`src/rtl/uart_tx_arbiter.sv`:
```
// Round-robin arbiter that lets four requesters share one downstream uart_tx.
// Each grant latches one byte, strobes pi_flag, waits out the frame (plus optional gap) and pulses ack.
module uart_tx_arbiter #(
    parameter int UART_BPS   = 9600,
    parameter int CLK_FREQ   = 50_000_000,
    parameter int GAP_CYCLES = 0
) (
    input  logic        sys_clk,
    input  logic        sys_rst_n,
    input  logic [3:0]  req,
    input  logic [31:0] req_data,
    output logic [3:0]  ack,
    output logic [7:0]  pi_data,
    output logic        pi_flag,
    output logic        busy,
    output logic [1:0]  grant_id
);

    localparam int BAUD_CNT_MAX = CLK_FREQ / UART_BPS;
    localparam int FRAME_CYCLES = 10 * BAUD_CNT_MAX + 4;
    localparam int GAP_LAST_INT = (GAP_CYCLES > 0) ? GAP_CYCLES - 1 : 0;

    localparam logic [23:0] FRAME_LAST = 24'(FRAME_CYCLES - 1);
    localparam logic [23:0] GAP_LAST   = 24'(GAP_LAST_INT);

    typedef enum logic [2:0] {
        IDLE,
        LOAD,
        SEND,
        GAP,
        DONE
    } state_t;

    state_t      state;
    logic [23:0] frame_cnt;
    logic [23:0] gap_cnt;
    logic [1:0]  last_grant;
    logic [1:0]  winner;
    logic [1:0]  idx;
    logic        found;

    // Search starts one past the last grant and wraps, so every requester gets a turn.
    always_comb begin
        winner = last_grant;
        idx    = last_grant;
        found  = 1'b0;
        for (int k = 1; k <= 4; k++) begin
            idx = last_grant + 2'(k);
            if (!found && req[idx]) begin
                winner = idx;
                found  = 1'b1;
            end
        end
    end

    always_ff @(posedge sys_clk or negedge sys_rst_n) begin
        if (!sys_rst_n) begin
            state      <= IDLE;
            pi_flag    <= 1'b0;
            ack        <= 4'b0000;
            busy       <= 1'b0;
            frame_cnt  <= 24'd0;
            gap_cnt    <= 24'd0;
            pi_data    <= 8'h00;
            grant_id   <= 2'd0;
            last_grant <= 2'd3;
        end else begin
            pi_flag <= 1'b0;
            ack     <= 4'b0000;
            case (state)
                IDLE: begin
                    if (|req) begin
                        pi_data    <= req_data[{winner, 3'b000} +: 8];
                        grant_id   <= winner;
                        last_grant <= winner;
                        busy       <= 1'b1;
                        state      <= LOAD;
                    end
                end
                LOAD: begin
                    pi_flag   <= 1'b1;
                    frame_cnt <= 24'd0;
                    state     <= SEND;
                end
                SEND: begin
                    if (frame_cnt == FRAME_LAST) begin
                        frame_cnt <= 24'd0;
                        gap_cnt   <= 24'd0;
                        state     <= (GAP_CYCLES > 0) ? GAP : DONE;
                    end else begin
                        frame_cnt <= frame_cnt + 24'd1;
                    end
                end
                GAP: begin
                    if (gap_cnt == GAP_LAST) begin
                        gap_cnt <= 24'd0;
                        state   <= DONE;
                    end else begin
                        gap_cnt <= gap_cnt + 24'd1;
                    end
                end
                DONE: begin
                    ack   <= 4'b0001 << grant_id;
                    busy  <= 1'b0;
                    state <= IDLE;
                end
                default: begin
                    busy  <= 1'b0;
                    state <= IDLE;
                end
            endcase
        end
    end

endmodule

```
`config.mk`:
```
export PLATFORM = sky130hd
export DESIGN_NAME = uart_tx_arbiter
export DESIGN_NICKNAME = d
export VERILOG_FILES = /design/src/rtl/uart_tx_arbiter.sv
export SDC_FILE = /design/constraint.sdc
export NUM_CORES = 1
export LEC_CHECK = 0
export CAP_MARGIN = 20
export CORE_MARGIN = 2
export CORE_UTILIZATION = 30
export CTS_CLUSTER_DIAMETER = 60
export DETAILED_ROUTE_END_ITERATION = 12
export MAX_ROUTING_LAYER = met4
export PLACE_DENSITY = 0.58
export SYNTH_ARGS = -nofsm -noshare
export SYNTH_HDL_FRONTEND = slang
export SYNTH_SLANG_ARGS = --single-unit
```
`constraint.sdc`:
```
create_clock -name sys_clk -period 5.8 [get_ports sys_clk]
set_input_delay 1.45 -clock sys_clk [delete_from_list [all_inputs] [get_ports sys_clk]]
set_output_delay 1.45 -clock sys_clk [all_outputs]
set_load 0.03 [all_outputs]
```
======== Yosys cells after proc, flatten, opt, wreduce, memory -nomap -nowiden ========
Cells that the tools add are included.
word-level totals
  register bits ........................... 69
  output and inout port bits .............. 16
operators by class
  add/subtract/negate cells ............... 5
  $lt $le $gt $ge ......................... 4
  equal/unequal tests ..................... 8
  shift-type cells ........................ 2
  muxes and demuxes ....................... 28
  bitwise logic cells ..................... 1
  reductions and logical operators ........ 16
operators with widths
  kind                                                                      count
  24-bit one-hot mux with 2 select lines                                    2
  24-bit 2-to-1 mux                                                         3
  24-bit by 1-bit adder with 24-bit output (second input constant)          2
  32-bit by 6-bit variable part select with 8-bit output                    1
  24-bit by 16-bit equality test with 1-bit output (second input constant)  1
  24-bit zero test                                                          1
  2-bit by 3-bit < comparator with 1-bit output (second input constant)     4
  3-bit one-hot mux with 4 select lines                                     1
  1-bit 2-to-1 mux                                                          9
  3-bit 2-to-1 mux                                                          3
  1-bit binary-select mux with 2-bit select                                 4
  2-bit 2-to-1 mux                                                          4
  3-bit by 2-bit equality test with 1-bit output (second input constant)    2
  2-bit != test (second input constant)                                     3
  2-bit AND reduction                                                       3
  2-bit adder (second input constant)                                       2
  4-bit 2-to-1 mux                                                          1
  2-bit nonzero test                                                        2
  4-bit OR reduction                                                        1
  1-bit by 2-bit left shift with 4-bit output (first input constant)        1
  3-bit by 1-bit equality test with 1-bit output (second input constant)    1
  3-bit equality test (second input constant)                               1
  1-bit logical AND                                                         3
  1-bit zero test                                                           3
  other kinds (6)                                                           6

======== Logic depth before layout (Yosys ltp) ========
  depth after elaboration ................. 14
  depth in mapped cells ................... 9
  depth with buffers taken out ............ 7

======== Worst setup path before layout ========
No wires, ideal clock.
  kind .................................... input -> register
  start point ............................. in req[3]
  end point ............................... reg pi_data[0]
  library setup time ...................... 0.142 ns
  arrival ................................. 2.585 ns
  setup slack ............................. 3.073 ns
  cell stages on the path ................. 7
  buffers on the path ..................... 2
  cells stage by stage .................... mux2i_1 -> nor2_1 -> nor3_1 -> buf_2 -> buf_2 -> mux2i_1 -> o221ai_1
between the ends
  cells in the longest elaborated chain, start to end .. 13
ends and longest elaborated chain
  what                                                    line  source
  start, declared                                         10    input logic [3:0] req,
  1-bit binary-select mux with 2-bit select               49    if (!found && req[idx]) begin
  1-bit 2-to-1 mux (implied by the code)                  49
  1-bit 2-to-1 mux                                        49
  1-bit zero test                                         49
  1-bit logical AND                                       49
  1-bit 2-to-1 mux                                        49
  1-bit zero test                                         49
  1-bit logical AND                                       49
  1-bit 2-to-1 mux                                        49
  1-bit zero test                                         49
  1-bit logical AND                                       49
  2-bit 2-to-1 mux                                        49
  32-bit by 6-bit variable part select with 8-bit output  73    pi_data <= req_data[{winner, 3'b000} +: 8];
  end signal, assigned                                    73
  end, declared                                           13    output logic [7:0] pi_data,
Parallel ways exist; a longest one is shown, timed or not. The select of a mux whose other input is x is not followed.
A chain may end at the register's enable or synchronous reset.

======== Worst setup path in the final report ========
  start point ............................. in req[1]
  end point ............................... reg pi_data[7]
Same word-level chain as after synthesis.

==> impl_results.rst <==
.. list-table::
   :header-rows: 1

   * - Metric
     - Value
   * - Min-delay worst type
     - flop to flop
   * - Global-route track usage on met3
     - 4.377%
   * - Delay of the slowest cell on the worst path
     - 540 ps
   * - Share of total power in combinational logic
     - 4.3%
   * - CP required
     - 6000 ps
   * - Last weighted congestion value of the routability-driven placer
     - 0.8792
   * - Number of antenna violations at the first check in global routing
     - 0
   * - Biggest area consumer among synthesized cells
     - sky130_fd_sc_hd__dfrtp_1
   * - Number of enable-type register cells in the synthesized netlist
     - 0
   * - DR pass1 iterations
     - 6
   * - Final hold violation count
     - 0
   * - Setup Viol. Count Final
     - 0
   * - Clk root buf
     - sky130_fd_sc_hd__clkbuf_16
   * - Cell type group with the largest total delay on the critical path
     - compound AO/OA/AOI/OAI gates
   * - HPWL after DPL
     - 6623 µm
   * - Slowest cell on crit path
     - sky130_fd_sc_hd__o41ai_1
   * - Share of the clock period used by the worst path after layout
     - 52.50%
   * - Top FF cell, synth
     - sky130_fd_sc_hd__dfrtp_1
   * - Switching part of the total power
     - 20.00%
   * - Global route hottest layer
     - met2
   * - Sequential share of power
     - 41.3%
   * - Clock-pin slew of the registers on the worst-case setup and hold paths
     - 60 ps
   * - Die span in x
     - 117.3 µm
   * - GRT overflow
     - 0
   * - Area of combinational cells with multiple inputs
     - 1964 µm²
   * - Arrival time at the worst endpoint
     - 3240 ps
   * - 1st-iter DRT viols
     - 267
   * - Sinks on the clock net
     - 69
   * - Final critical path time including I/O delays and setup
     - 3045 ps
   * - Setup Skew
     - 10.13 ps
   * - Highest ir drop seen on vdd
     - 0.1405 mV
   * - Post-CTS setup buffers
     - 0
   * - Antenna Diode Count
     - 0
   * - Maximum number of pins on one net before global-route repair
     - 46
   * - Max-slew violation total from the final report
     - 0
   * - Synth area leaders
     - sky130_fd_sc_hd__dfrtp_1, sky130_fd_sc_hd__nand2_1, sky130_fd_sc_hd__a31oi_1
   * - RSZ-0062 raised after global routing
     - no
   * - Net Sw Power
     - 0.2330 mW
   * - Met1 track utilization from global routing
     - 19.44%
   * - Power Density
     - 239.6 nW/µm²
   * - Total Neg Setup Slack
     - 0 ps
   * - Number of buffers added by the clock tree synthesis step
     - 9
   * - Total routed wirelength
     - 9466 µm
   * - Maximum clock rate
     - 328.4 MHz
   * - Met2 track demand over resource
     - 23.68%
   * - Leak Pwr
     - 2.064 nW
   * - Post-synthesis sequential area ratio
     - 44.91%
   * - # H-tree levels
     - 3
   * - Fraction of registers with async set or reset after synthesis
     - 100.0%
   * - FF+latch count, synth
     - 69
   * - Synthesized instance count
     - 428
   * - Relative max-transition margin
     - 33.04%
   * - Critical Path Sink Type
     - flop
   * - Number of nets produced by synthesis
     - 470
   * - Number of placement rows
     - 41
   * - Total of warnings raised by yosys
     - 0
   * - Most repeated library cell on the critical path
     - sky130_fd_sc_hd__or2_2
   * - Global-route wire length before repair
     - 15,990 µm
   * - Tot GR Track Use
     - 15.03%
   * - Layout filler cell count
     - 1,245
   * - Floorplan core area
     - 12,570 µm²
   * - Internal Power
     - 0.9317 mW
   * - Count of antenna-violating nets left after detailed routing
     - 0
   * - Crit path kind
     - primary input to flop
   * - Fin Hold WS
     - 493.9 ps
   * - Crit path buffers/inverters
     - 1
   * - Commonest cells after routing, fill and taps aside
     - sky130_fd_sc_hd__dfrtp_1, sky130_fd_sc_hd__nand2_1, sky130_fd_sc_hd__clkdlybuf4s50_1
   * - Most frequent standard cell in the layout excluding fill and tap cells
     - sky130_fd_sc_hd__dfrtp_1
   * - Combined flip-flop and latch cell area
     - 1729 µm²
   * - Number of distinct library cells after synthesis
     - 48
   * - Layout cells sized above 1
     - 6.918%
   * - Wire length per cell after detailed routing
     - 14.59 µm
   * - Post-route DRC violation count
     - 0
   * - Largest fanout on the critical path
     - 12
   * - Layout Utilization
     - 38.69%
   * - DR vias
     - 3,453
   * - Run status
     - finished, final reports clean
   * - Overall die area
     - 13,760 µm²
   * - Launching element type of the critical path
     - primary input
   * - Total of buffers placed on input and output ports
     - 53
   * - Top-area cell type share of the netlist area
     - 43.55%
   * - Total standard cell area after synthesis
     - 3850 µm²
   * - Area growth from synthesis to layout
     - 26.29%
   * - Via count of the first global-routing pass
     - 3,293
   * - Cell breakdown of the critical path
     - clkdlybuf4s50_1 > o41ai_1 > or2_2 > or2_2 > o221ai_1
   * - Portion of total power attributed to the clock network
     - 54.3%
   * - PostCTS Resize Cnt
     - 0
   * - Mean instance size in the synthesized netlist
     - 8.995 µm²
   * - Clock tree from TritonCTS
     - built
   * - Die height
     - 117.3 µm
   * - Total power consumption of the routed design
     - 1.165 mW
   * - Clock network latency to the later pin of the worst-skew pair
     - 330 ps
   * - Net count reported at finish
     - 514
   * - Worst-Margin Slew
     - 999.7 ps
   * - Via density
     - 5.320
   * - Max-cap violations
     - 0
   * - Boundary Pins
     - 54
   * - Hold buffers post-CTS
     - 0
   * - Initial standard-cell utilization of the core
     - 30.63%
   * - CTS Buffer Depth
     - 2
## state kept, by name, indices dropped and copies added (netlist names)
| signal | count |
|---|---|
| frame_cnt | 24 |
| gap_cnt | 24 |
| pi_data | 8 |
| ack | 4 |
| state | 3 |
| grant_id | 2 |
| last_grant | 2 |
| busy | 1 |
| pi_flag | 1 |
## metrics by stage
stage,setup slack [ps],std cells,instance area (µm²)
floorplan,3073,428,3850
global placement,2458,632,4506
detailed placement,2404,633,4521
CTS,2763,649,4862
global route,2553,649,4862
finish,2755,649,4862
## cell families (layout without fill, tap and decap cells)
| logic type | count (synthesis) | after routing | share of synthesized area, % |
|---|---|---|---|
| AOI/OAI and AO/OA | 108 | 108 | 18.30 |
| xor gates and xnor gates | 7 | 7 | 1.592 |
| adders and majority gates | 4 | 4 | 1.300 |
| buffers and inverters | 37 | 86 | 4.290 |
| DFF | 69 | 69 | 44.91 |
| muxes | 17 | 17 | 4.420 |
| and+or+nand+nor | 186 | 186 | 25.19 |
## routing by layer
metal  share of wire (%)  vias to the layer above
met5                   0                        -
met4                0.60                        0
met3                 5.0                        6
met2                  49                       74
met1                  46                     1687
li1                    -                     1686
## layout make-up
cell class,instances,share of cell area (%)
multi-input combinational,322,40.40
clock buffer,10,4.709
timing repair buffer,57,11.58
tap,172,4.426
sequential,69,35.56
clock inverter,6,2.316
inverter,13,1.004
## worst min-delay path, cell delays in order (launching register included)
cell and delay (ps):
sky130_fd_sc_hd__dfrtp_1 340, sky130_fd_sc_hd__nand2_1 50, sky130_fd_sc_hd__o221ai_1 60
## worst paths after layout
check,startpoint,to,slack [ps],cells past startpoint
min in group asynchronous,sys_rst_n,gap_cnt[20],1120,1
setup / recovery,req[1],pi_data[7],2750,5
max in group asynchronous,sys_rst_n,frame_cnt[11],3660,2
hold reg to reg,pi_data[5],pi_data[5],490,2
setup reg to reg,frame_cnt[0],frame_cnt[8],3340,6
hold / removal,pi_data[5],pi_data[5],490,2
## synthesized netlist by cell type (4+ instances only)
master / instances
sky130_fd_sc_hd__dfrtp_1: 67
sky130_fd_sc_hd__nand2_1: 52
sky130_fd_sc_hd__a21oi_1: 29
sky130_fd_sc_hd__a31oi_1: 28
sky130_fd_sc_hd__nor2_1: 27
sky130_fd_sc_hd__nand3_1: 24
sky130_fd_sc_hd__mux2i_1: 17
sky130_fd_sc_hd__o21ai_0: 15
sky130_fd_sc_hd__nor3_1: 14
sky130_fd_sc_hd__inv_1: 13
sky130_fd_sc_hd__nand4_1: 13
sky130_fd_sc_hd__buf_2: 11
sky130_fd_sc_hd__or3_1: 11
sky130_fd_sc_hd__clkbuf_1: 9
sky130_fd_sc_hd__a21o_1: 8
sky130_fd_sc_hd__and3_1: 8
sky130_fd_sc_hd__nor4_1: 8
sky130_fd_sc_hd__o221ai_1: 8
sky130_fd_sc_hd__a41oi_1: 5
sky130_fd_sc_hd__and4_1: 5
sky130_fd_sc_hd__nand2b_1: 5
sky130_fd_sc_hd__xor2_1: 5
sky130_fd_sc_hd__ha_1: 4
## power groups by stage
stage | clock network [mW] | logic (mW) | registers (mW)
after detailed placement | 0 | 0.0519 | 0.490
after CTS | 0.646 | 0.0519 | 0.481
final | 0.633 | 0.0504 | 0.482
after global routing | 0.670 | 0.0562 | 0.481
after global placement | 0 | 0.0511 | 0.490
after floorplan | 0 | 0.0130 | 0.490
Power figures use the tool's default switching activity.
